`config.mk`:
```
export PLATFORM = sky130hd
export DESIGN_NAME = rs422_rx_to_axistream_flat
export DESIGN_NICKNAME = d
export VERILOG_FILES = /design/src/rtl/rs422_pkg.sv /design/src/rtl/rs422_rx_to_axistream_if.sv /design/src/rtl/rs422_rx_fifo.sv /design/src/rtl/rs422_rx_to_axistream.sv /design/src/flat_wrapper.sv
export SDC_FILE = /design/constraint.sdc
export NUM_CORES = 1
export LEC_CHECK = 0
export CAP_MARGIN = 30
export CORE_MARGIN = 1.5
export CORE_UTILIZATION = 45
export DETAILED_ROUTE_END_ITERATION = 7
export GPL_ROUTABILITY_DRIVEN = 0
export GPL_TIMING_DRIVEN = 0
export PLACE_DENSITY = 0.68
export SYNTH_ARGS = -nofsm -noshare
export SYNTH_HDL_FRONTEND = slang
export SYNTH_SLANG_ARGS = --single-unit
```
`constraint.sdc`:
```
create_clock -name clk -period 2.7 [get_ports clk]
set_clock_uncertainty 0.1 [all_clocks]
set_input_delay 0.405 -clock clk [delete_from_list [all_inputs] [get_ports clk]]
set_output_delay 0.405 -clock clk [all_outputs]
set_load 0.02 [all_outputs]
```
`src/rtl/rs422_pkg.sv`:
```
// Shared types and constants for the RS422 receive path.
// Optional feature macro used by the top level: RS422_RX_FRAME_ERR_EN.
package rs422_pkg;

    localparam int RS422_BYTE_W   = 8;
    localparam int RS422_SYNC_DEF = 2;

    typedef struct packed {
        logic                    last;
        logic [RS422_BYTE_W-1:0] data;
    } rs422_entry_t;

endpackage

```
`src/rtl/rs422_rx_to_axistream_if.sv`:
```
// 8-bit AXI-Stream link carrying received bytes.
// Handshake: a beat transfers on a clk edge where tvalid && tready; while tvalid is high and tready low, tdata/tlast hold.
interface rs422_rx_to_axistream_if;
    import rs422_pkg::*;

    logic                    tvalid;
    logic                    tready;
    logic [RS422_BYTE_W-1:0] tdata;
    logic                    tlast;

    modport master (output tvalid, output tdata, output tlast, input tready);
    modport slave  (input tvalid, input tdata, input tlast, output tready);

endinterface

```
`src/rtl/rs422_rx_fifo.sv`:
```
// First-word fall-through FIFO of {last,data} entries; head is visible while not empty.
// Pointers carry one extra MSB so full and empty are distinguishable without a counter.
module rs422_rx_fifo
    import rs422_pkg::*;
#(
    parameter int DEPTH = 16
) (
    input  logic         clk,
    input  logic         rstn,
    input  logic         push,
    input  rs422_entry_t din,
    output logic         full,
    input  logic         pop,
    output rs422_entry_t dout,
    output logic         empty
);

    localparam int AW = $clog2(DEPTH);

    rs422_entry_t  mem [DEPTH];
    logic [AW:0]   wr_ptr;
    logic [AW:0]   rd_ptr;
    logic          wr_en;
    logic          rd_en;

    assign empty = (wr_ptr == rd_ptr);
    assign full  = (wr_ptr[AW] != rd_ptr[AW]) && (wr_ptr[AW-1:0] == rd_ptr[AW-1:0]);
    // A pop in the same cycle frees the slot, so a push into a full FIFO is still accepted.
    assign wr_en = push && (!full || pop);
    assign rd_en = pop && !empty;

    // Head forced to zero when empty so the bus reads zero out of reset.
    assign dout = empty ? '0 : mem[rd_ptr[AW-1:0]];

    always_ff @(posedge clk) begin
        if (wr_en) begin
            mem[wr_ptr[AW-1:0]] <= din;
        end
    end

    always_ff @(posedge clk or negedge rstn) begin
        if (!rstn) begin
            wr_ptr <= '0;
            rd_ptr <= '0;
        end else begin
            if (wr_en) wr_ptr <= wr_ptr + 1'b1;
            if (rd_en) rd_ptr <= rd_ptr + 1'b1;
        end
    end

endmodule

```
`src/rtl/rs422_rx_to_axistream.sv`:
```
// RS422 3-wire receiver: synchronises the line, deserialises MSB-first bytes, streams them out as AXIS with tlast per frame.
// Define RS422_RX_FRAME_ERR_EN to add the frame_err pulse output.
module rs422_rx_to_axistream
    import rs422_pkg::*;
#(
    parameter int FIFO_DEPTH  = 16,
    parameter int SYNC_STAGES = RS422_SYNC_DEF
) (
    input  logic clk,
    input  logic rstn,
    input  logic rs422_clk,
    input  logic rs422_cs,
    input  logic rs422_data,
    rs422_rx_to_axistream_if.master axis,
`ifdef RS422_RX_FRAME_ERR_EN
    output logic frame_err,
`endif
    output logic overflow
);

    logic [SYNC_STAGES-1:0]  clk_sync;
    logic [SYNC_STAGES-1:0]  cs_sync;
    logic [SYNC_STAGES-1:0]  data_sync;
    logic [SYNC_STAGES-1:0]  fill;
    logic                    clk_prev;
    logic                    cs_prev;
    logic                    clk_s;
    logic                    cs_s;
    logic                    data_s;
    logic                    sync_ok;
    logic                    clk_rise;
    logic                    cs_rise;
    logic                    sample;
    logic                    byte_done;
    logic [RS422_BYTE_W-1:0] new_byte;

    logic [RS422_BYTE_W-2:0] shreg;
    logic [2:0]              bit_cnt;
    logic                    held_valid;
    logic [RS422_BYTE_W-1:0] held_data;
    logic                    armed;
    logic                    push_q;
    rs422_entry_t            push_entry;

    logic                    fifo_full;
    logic                    fifo_empty;
    logic                    pop;
    rs422_entry_t            head;

    assign clk_s  = clk_sync[SYNC_STAGES-1];
    assign cs_s   = cs_sync[SYNC_STAGES-1];
    assign data_s = data_sync[SYNC_STAGES-1];

    // fill marks when the synchroniser holds real line values rather than reset values,
    // so a frame already running at reset release never looks like an idle-high cs.
    assign sync_ok   = fill[SYNC_STAGES-1];
    assign clk_rise  = sync_ok && clk_s && !clk_prev;
    assign cs_rise   = sync_ok && cs_s && !cs_prev;
    assign sample    = clk_rise && !cs_s && armed;
    assign byte_done = sample && (bit_cnt == 3'd7);
    assign new_byte  = {shreg, data_s};

    always_ff @(posedge clk or negedge rstn) begin
        if (!rstn) begin
            clk_sync  <= '1;
            cs_sync   <= '1;
            data_sync <= '0;
            fill      <= '0;
            clk_prev  <= 1'b1;
            cs_prev   <= 1'b1;
        end else begin
            clk_sync  <= {clk_sync[SYNC_STAGES-2:0], rs422_clk};
            cs_sync   <= {cs_sync[SYNC_STAGES-2:0], rs422_cs};
            data_sync <= {data_sync[SYNC_STAGES-2:0], rs422_data};
            fill      <= {fill[SYNC_STAGES-2:0], 1'b1};
            clk_prev  <= clk_s;
            cs_prev   <= cs_s;
        end
    end

    // A completed byte is held back one byte so the last one of a frame can be tagged at cs rise.
    always_ff @(posedge clk or negedge rstn) begin
        if (!rstn) begin
            shreg      <= '0;
            bit_cnt    <= '0;
            held_valid <= 1'b0;
            held_data  <= '0;
            armed      <= 1'b0;
            push_q     <= 1'b0;
            push_entry <= '0;
            overflow   <= 1'b0;
        end else begin
            push_q <= 1'b0;
            if (sync_ok && cs_s) armed <= 1'b1;
            if (sample) begin
                shreg   <= new_byte[RS422_BYTE_W-2:0];
                bit_cnt <= bit_cnt + 3'd1;
                if (byte_done) begin
                    if (held_valid) begin
                        push_q     <= 1'b1;
                        push_entry <= '{last: 1'b0, data: held_data};
                    end
                    held_data  <= new_byte;
                    held_valid <= 1'b1;
                end
            end else if (cs_rise) begin
                if (held_valid) begin
                    push_q     <= 1'b1;
                    push_entry <= '{last: 1'b1, data: held_data};
                end
                held_valid <= 1'b0;
                bit_cnt    <= '0;
                shreg      <= '0;
            end
            overflow <= push_q && fifo_full && !pop;
        end
    end

`ifdef RS422_RX_FRAME_ERR_EN
    logic stray;

    always_ff @(posedge clk or negedge rstn) begin
        if (!rstn) begin
            stray     <= 1'b0;
            frame_err <= 1'b0;
        end else begin
            frame_err <= cs_rise && ((bit_cnt != 3'd0) || (!armed && stray));
            if (cs_rise) begin
                stray <= 1'b0;
            end else if (clk_rise && !cs_s && !armed) begin
                stray <= 1'b1;
            end
        end
    end
`endif

    rs422_rx_fifo #(
        .DEPTH (FIFO_DEPTH)
    ) u_fifo (
        .clk   (clk),
        .rstn  (rstn),
        .push  (push_q),
        .din   (push_entry),
        .full  (fifo_full),
        .pop   (pop),
        .dout  (head),
        .empty (fifo_empty)
    );

    assign pop         = axis.tvalid && axis.tready;
    assign axis.tvalid = !fifo_empty;
    assign axis.tdata  = head.data;
    assign axis.tlast  = head.last;

endmodule

```
`src/flat_wrapper.sv`:
```
// flat-port wrapper written by rule: the top's interface ports become plain ports
module rs422_rx_to_axistream_flat import rs422_pkg::*;
#(
    parameter int FIFO_DEPTH  = 16,
    parameter int SYNC_STAGES = RS422_SYNC_DEF
)
  (clk, rstn, rs422_clk, rs422_cs, rs422_data, overflow, axis_tvalid, axis_tdata, axis_tlast, axis_tready);
  rs422_rx_to_axistream_if axis_i ();
  input  logic clk;
  input  logic rstn;
  input  logic rs422_clk;
  input  logic rs422_cs;
  input  logic rs422_data;
  output logic overflow;
  output wire logic [$bits(axis_i.tvalid)-1:0] axis_tvalid;
  output wire logic [$bits(axis_i.tdata)-1:0] axis_tdata;
  output wire logic [$bits(axis_i.tlast)-1:0] axis_tlast;
  input wire logic [$bits(axis_i.tready)-1:0] axis_tready;
  assign axis_tvalid = axis_i.tvalid;
  assign axis_tdata = axis_i.tdata;
  assign axis_tlast = axis_i.tlast;
  assign axis_i.tready = axis_tready;
  rs422_rx_to_axistream #(.FIFO_DEPTH(FIFO_DEPTH), .SYNC_STAGES(SYNC_STAGES)) u_core (.clk(clk), .rstn(rstn), .rs422_clk(rs422_clk), .rs422_cs(rs422_cs), .rs422_data(rs422_data), .axis(axis_i), .overflow(overflow));
endmodule
```
After elaboration in Yosys (flattened, before gate mapping)
Memory sizes are Yosys's and may differ from the RTL's.
Cells that the tools add are included.
{ "totals": {"regBits": 51, "mem_bits_rw": 144, "in_bits": 6, "wordCells": 69, "memories": 1} }
{ "op_classes": {"n_addsub": 3, "eq_ne": 5, "mux": 19, "reduce_logical": 24} }
{ "memory_table": {"columns": ["name", "depth", "word_bits", "read_ports", "rd_clocked_by_memory_dff", "write_ports", "line", "rtl"], "rows": [
  ["u_core.u_fifo.mem", 16, 9, 1, 0, 1, "rs422_rx_fifo.sv:20", "rs422_entry_t mem [DEPTH];"]
]} }
{ "ops": {"columns": ["operator", "count"], "rows": [
  ["$mux 9", 6],
  ["$mux 7", 2],
  ["$logic_and 1x1->1", 13],
  ["$add 5x1->5 const B", 2],
  ["$mux 1", 9],
  ["$logic_not 1->1", 6],
  ["$mux 3", 2],
  ["$eq 5x5->1", 1],
  ["$eq 4x4->1", 1],
  ["$reduce_and 2->1", 2],
  ["$add 3x1->3 const B", 1],
  ["$eq 3x3->1 const B", 1],
  ["$reduce_and 3->1", 1],
  ["$ne 2x2->1 const B", 1],
  ["$reduce_bool 2->1", 1],
  ["$logic_or 1x1->1", 1],
  ["$ne 1x1->1", 1]
]} }

Logic depth before layout (Yosys ltp)
{ "logic_depth": {"word_depth": 7, "ltp_mapped": 6, "mapped_depth_nobuf": 5} }

Modules after synthesis
From an unflattened synthesis, not the netlist that was laid out.
{ "hier_totals": {"hier_cells": 408, "area_unflattened_um2": 7766.2} }
{ "modules_own_cells": {"columns": ["module", "n_inst", "cells_each", "area_each_um2", "seq_area_each_um2"], "rows": [
  ["rs422_rx_fifo", 1, 298, 6236.0, 4574.4],
  ["rs422_rx_to_axistream", 1, 110, 1530.2, 1033.5]
]} }

Worst setup path after synthesis
No wires, ideal clock.
{ "synth_path": {"kind": "reg-to-reg", "start": "register u_core.u_fifo.wr_ptr[2]", "end": "memory u_core.u_fifo.mem[3][0] in the netlist's numbering (enable)", "setup_ns": 0.387, "t_arrival_ns": 1.643, "required_ns": 2.213, "setup_slack_ns": 0.570, "path_stages_with_launch": 6, "path_buffers": 1, "period_less_slack_ns": 2.130, "cell_sequence": "dfrtp_1 -> buf_4 -> xnor2_2 -> nand4_4 -> o211ai_1 -> nor3_1"} }
{ "synth_via": {"elab_chain_cells": 7, "elab_cells_between_ends": 10, "cone_classes": "eq/ne: 2; mux: 2; reduce/logical: 6"} }
{ "synth_lines": {"columns": ["element", "line", "rtl"], "rows": [
  ["start, declared", "rs422_rx_fifo.sv:21", "logic [AW:0] wr_ptr;"],
  ["start signal, assigned", "rs422_rx_fifo.sv:46", "if (wr_en) wr_ptr <= wr_ptr + 1'b1;"],
  ["$eq 5x5->1 / $eq 4x4->1 (equally long branches)", "rs422_rx_fifo.sv:26, rs422_rx_fifo.sv:27", null],
  ["$logic_not 1->1 / $logic_and 1x1->1 (equally long branches)", "rs422_rx_to_axistream.sv:151, rs422_rx_fifo.sv:27", null],
  ["$logic_and 1x1->1 / $logic_not 1->1 (equally long branches)", "rs422_rx_to_axistream.sv:150, rs422_rx_fifo.sv:29", null],
  ["$logic_or 1x1->1", "rs422_rx_fifo.sv:29", "assign wr_en = push && (!full || pop);"],
  ["$logic_and 1x1->1", "rs422_rx_fifo.sv:29", null],
  ["$mux 1", "rs422_rx_fifo.sv:36", "if (wr_en) begin"],
  ["$mux 1 (implied by the code)", "rs422_rx_fifo.sv:37", "mem[wr_ptr[AW-1:0]] <= din;"],
  ["end, declared", "rs422_rx_fifo.sv:20", null]
]} }
Parallel ways exist; a longest one is shown, timed or not.

Final worst setup path
{ "layout_path": {"start": "register u_core.u_fifo.rd_ptr[0]", "end": "output port axis_tdata[7]"} }
{ "layout_via": {"elab_chain_cells": 2, "elab_cells_between_ends": 3, "cone_classes": "eq/ne: 1; mux: 1; memory: 1"} }
{ "layout_lines": {"columns": ["element", "line", "rtl"], "rows": [
  ["start, declared", "rs422_rx_fifo.sv:22", "logic [AW:0] rd_ptr;"],
  ["start signal, assigned", "rs422_rx_fifo.sv:47", "if (rd_en) rd_ptr <= rd_ptr + 1'b1;"],
  ["$mem_v2 16x9 / $eq 5x5->1 (equally long branches)", null, null],
  ["$mux 9 (*)", "rs422_rx_fifo.sv:33", "assign dout = empty ? '0 : mem[rd_ptr[AW-1:0]];"],
  ["end, declared", "flat_wrapper.sv:16", "output wire logic [$bits(axis_i.tdata)-1:0] axis_tdata;"]
]} }
Mark *: on every way between the ends. The rest lies on a longest branch, timed or not.

==> metrics <==
Tcrit/Tclk final 98.1%; power per cell area 878 nW/um2; Sink Count 195; synthesized area 7630 um2; final setup violation count 0; Starting Density 46.0%; Synth top area share 56.6%; clk_lat worst skew 430 ps; final wirelength 14600 um; vias 3806; WL/cell 21.3 um; Util after Layout 53.6%; die width 133 um; Initial DRC Count 394; PortBufs 16; Ports 17; Yosys reg bits 195; clock slew at reported path FFs 60 ps; H-tree depth 4; RSZ-0062 raised after global routing yes; largest net degree at the start of global routing 31; NumNets Final 463; CP Data Required Time 2190 ps; Num CTS Buffers 17; Remaining DRCs 0; post-DP HPWL 9150 um; grt ovf 0; WP data arrival 2140 ps; final-report hold violation count 0; Slew Viols, Final 0; placed cell count 644; # rows 47; minimum clock period 2650 ps; DR pass1 iterations 6; R2R cell count 6; Worst Setup End Kind output port; Root Buffer clkbuf_16; Setup TNS Final 0 ps; fraction of layout cells with a size suffix above 1 32.2%; placed inst area 8100 um2; Max Cap Viol 0; Synth cell types 42; count of flip-flops with a built-in enable after synthesis 144; finished layout cell area 8890 um2; worst hold-check path type flip-flop to flip-flop; vias in the first global route 3964; GRT Util Overall 17.7%; Synth Flop Type edfxtp_1; fmax 0.377 GHz; P_leak 3.06 nW; worst rel slew slack 41.9%; average cell area after synthesis 18.8 um2; Synth warnings 0; most common cell in the netlist edfxtp_1; synth cell count leaders edfxtp_1, dfrtp_1, mux4_2; vias per cell 5.57; Crit Path Max Fanout 9; Pwr Total 7.81 mW; Worst-Margin Slew 866 ps; Max VDD drop 0.576 mV; asr flop ratio synth 26.2%; clock tree buffer depth 2; Die ar. 17800 um2; Synth area leaders edfxtp_1, dfrtp_1, mux4_2; Hold Path Stages 0; CTS tree built; Vert. Die Dim 133 um; global-route wire length before repair 22800 um; sequential element share of the synthesized area 73.5%; core area 16600 um2; Net Count, Synth 419; outcome completed; WS Path Type flip-flop to output port; Routed Antenna Nets 0; # diodes 0; Yosys top cell by area edfxtp_1; P&R area growth vs syn 16.4%; initial antenna violation count 0; critical path launch point type flip-flop; Final Non-Filler Cells 683; Synth Instances 406
## area by class of cell
cell class	instances	area (um2)
buffer	19	168
clock buffer	22	464
clock inverter	10	145
fill	1296	7690
inverter	15	56.3
multi-input combinational	176	1950
sequential	195	5610
tap	220	275
timing repair buffer	26	220
## layout by cell type (no fill, tap or decap), types with 11 or more instances in the layout
cell,instances
a22oi_2,14
and3_1,14
buf_2,11
buf_4,11
clkbuf_16,17
dfrtp_1,43
edfxtp_1,144
inv_1,15
mux4_2,36
nand3_1,11
o21ai_0,20
## worst max-delay path, cell delays in order, from the launching register on
cell and delay [ps]:
dfrtp_2 420, buf_12 140, buf_12 140, mux4_2 560, a22oi_2 170, a21oi_1 110, buf_2 170
## routing by layer
| layer | vias up | GRT usage (%) | part of all wire [%] |
|---|---|---|---|
| met4 | 0 | 5.07 | 1.3 |
| met5 | - | 0 | 0 |
| li1 | 1683 | - | - |
| met1 | 2012 | 24.2 | 45 |
| met2 | 97 | 28.4 | 49 |
| met3 | 14 | 4.64 | 4.2 |
## registers in the layout, summed over array words and instances (netlist names)
signal and flops:
u_core.cs_sync 2, u_core.overflow 1, u_core.clk_sync 2, u_core.shreg 7, u_core.held_data 8, u_core.cs_prev 1, u_core.push_entry 9, u_core.bit_cnt 3
u_core.clk_prev 1, u_core.armed 1, u_core.push_q 1, u_core.u_fifo.rd_ptr 5, u_core.u_fifo.mem 144, u_core.fill 2, u_core.data_sync 2, u_core.u_fifo.wr_ptr 5
u_core.held_valid 1
## stage by stage
step | worst slack [ps] | hold slack (ps)
after global routing | -21.7 | 260
final | 50.4 | 251
after floorplan | 570 | 9.41
after detailed placement | -205 | 236
after global placement | -347 | 232
after CTS | 20.4 | 251
## worst paths after layout
kind | start | end | slack (ps)
hold / removal | u_core.data_sync[0] | u_core.data_sync[1] | 250
setup reg to reg | u_core.u_fifo.rd_ptr[0] | u_core.u_fifo.mem[3][2] | 270
hold reg to reg | u_core.data_sync[0] | u_core.data_sync[1] | 250
setup / recovery | u_core.u_fifo.rd_ptr[0] | axis_tdata[7] | 50
max in group asynchronous | rstn | u_core.u_fifo.rd_ptr[2] | 1600
min in group asynchronous | rstn | u_core.bit_cnt[2] | 380
## repair_timing
action,4_1_cts,5_1_grt
resized for setup,70,7
setup buffers,6,1
hold buffers,1,0
hold endpoints to repair,15,0
pin swaps,6,5
setup endpoints to repair,10,7
## power breakdown
part	switching [mW]	total (mW)	leakage [nW]	internal (mW)
clock network	1.06	2.58	0.297	1.52
logic	1.06	1.93	0.861	0.872
registers	0.0512	3.30	1.90	3.25
total	2.17	7.81	3.06	5.64
## cells by family after synthesis
kind of cell / Yosys count / share of synthesized area, %
AOI/OAI and AO/OA: 57 / 4.87
adders and majority gates: 7 / 1.15
xor gates and xnor gates: 13 / 1.88
muxes: 47 / 12.3
and+or+nand+nor: 51 / 4.00
DFF: 195 / 73.5
other: 1 / 0.0491
buffers and inverters: 35 / 2.31
Power figures use the tool's default switching activity.
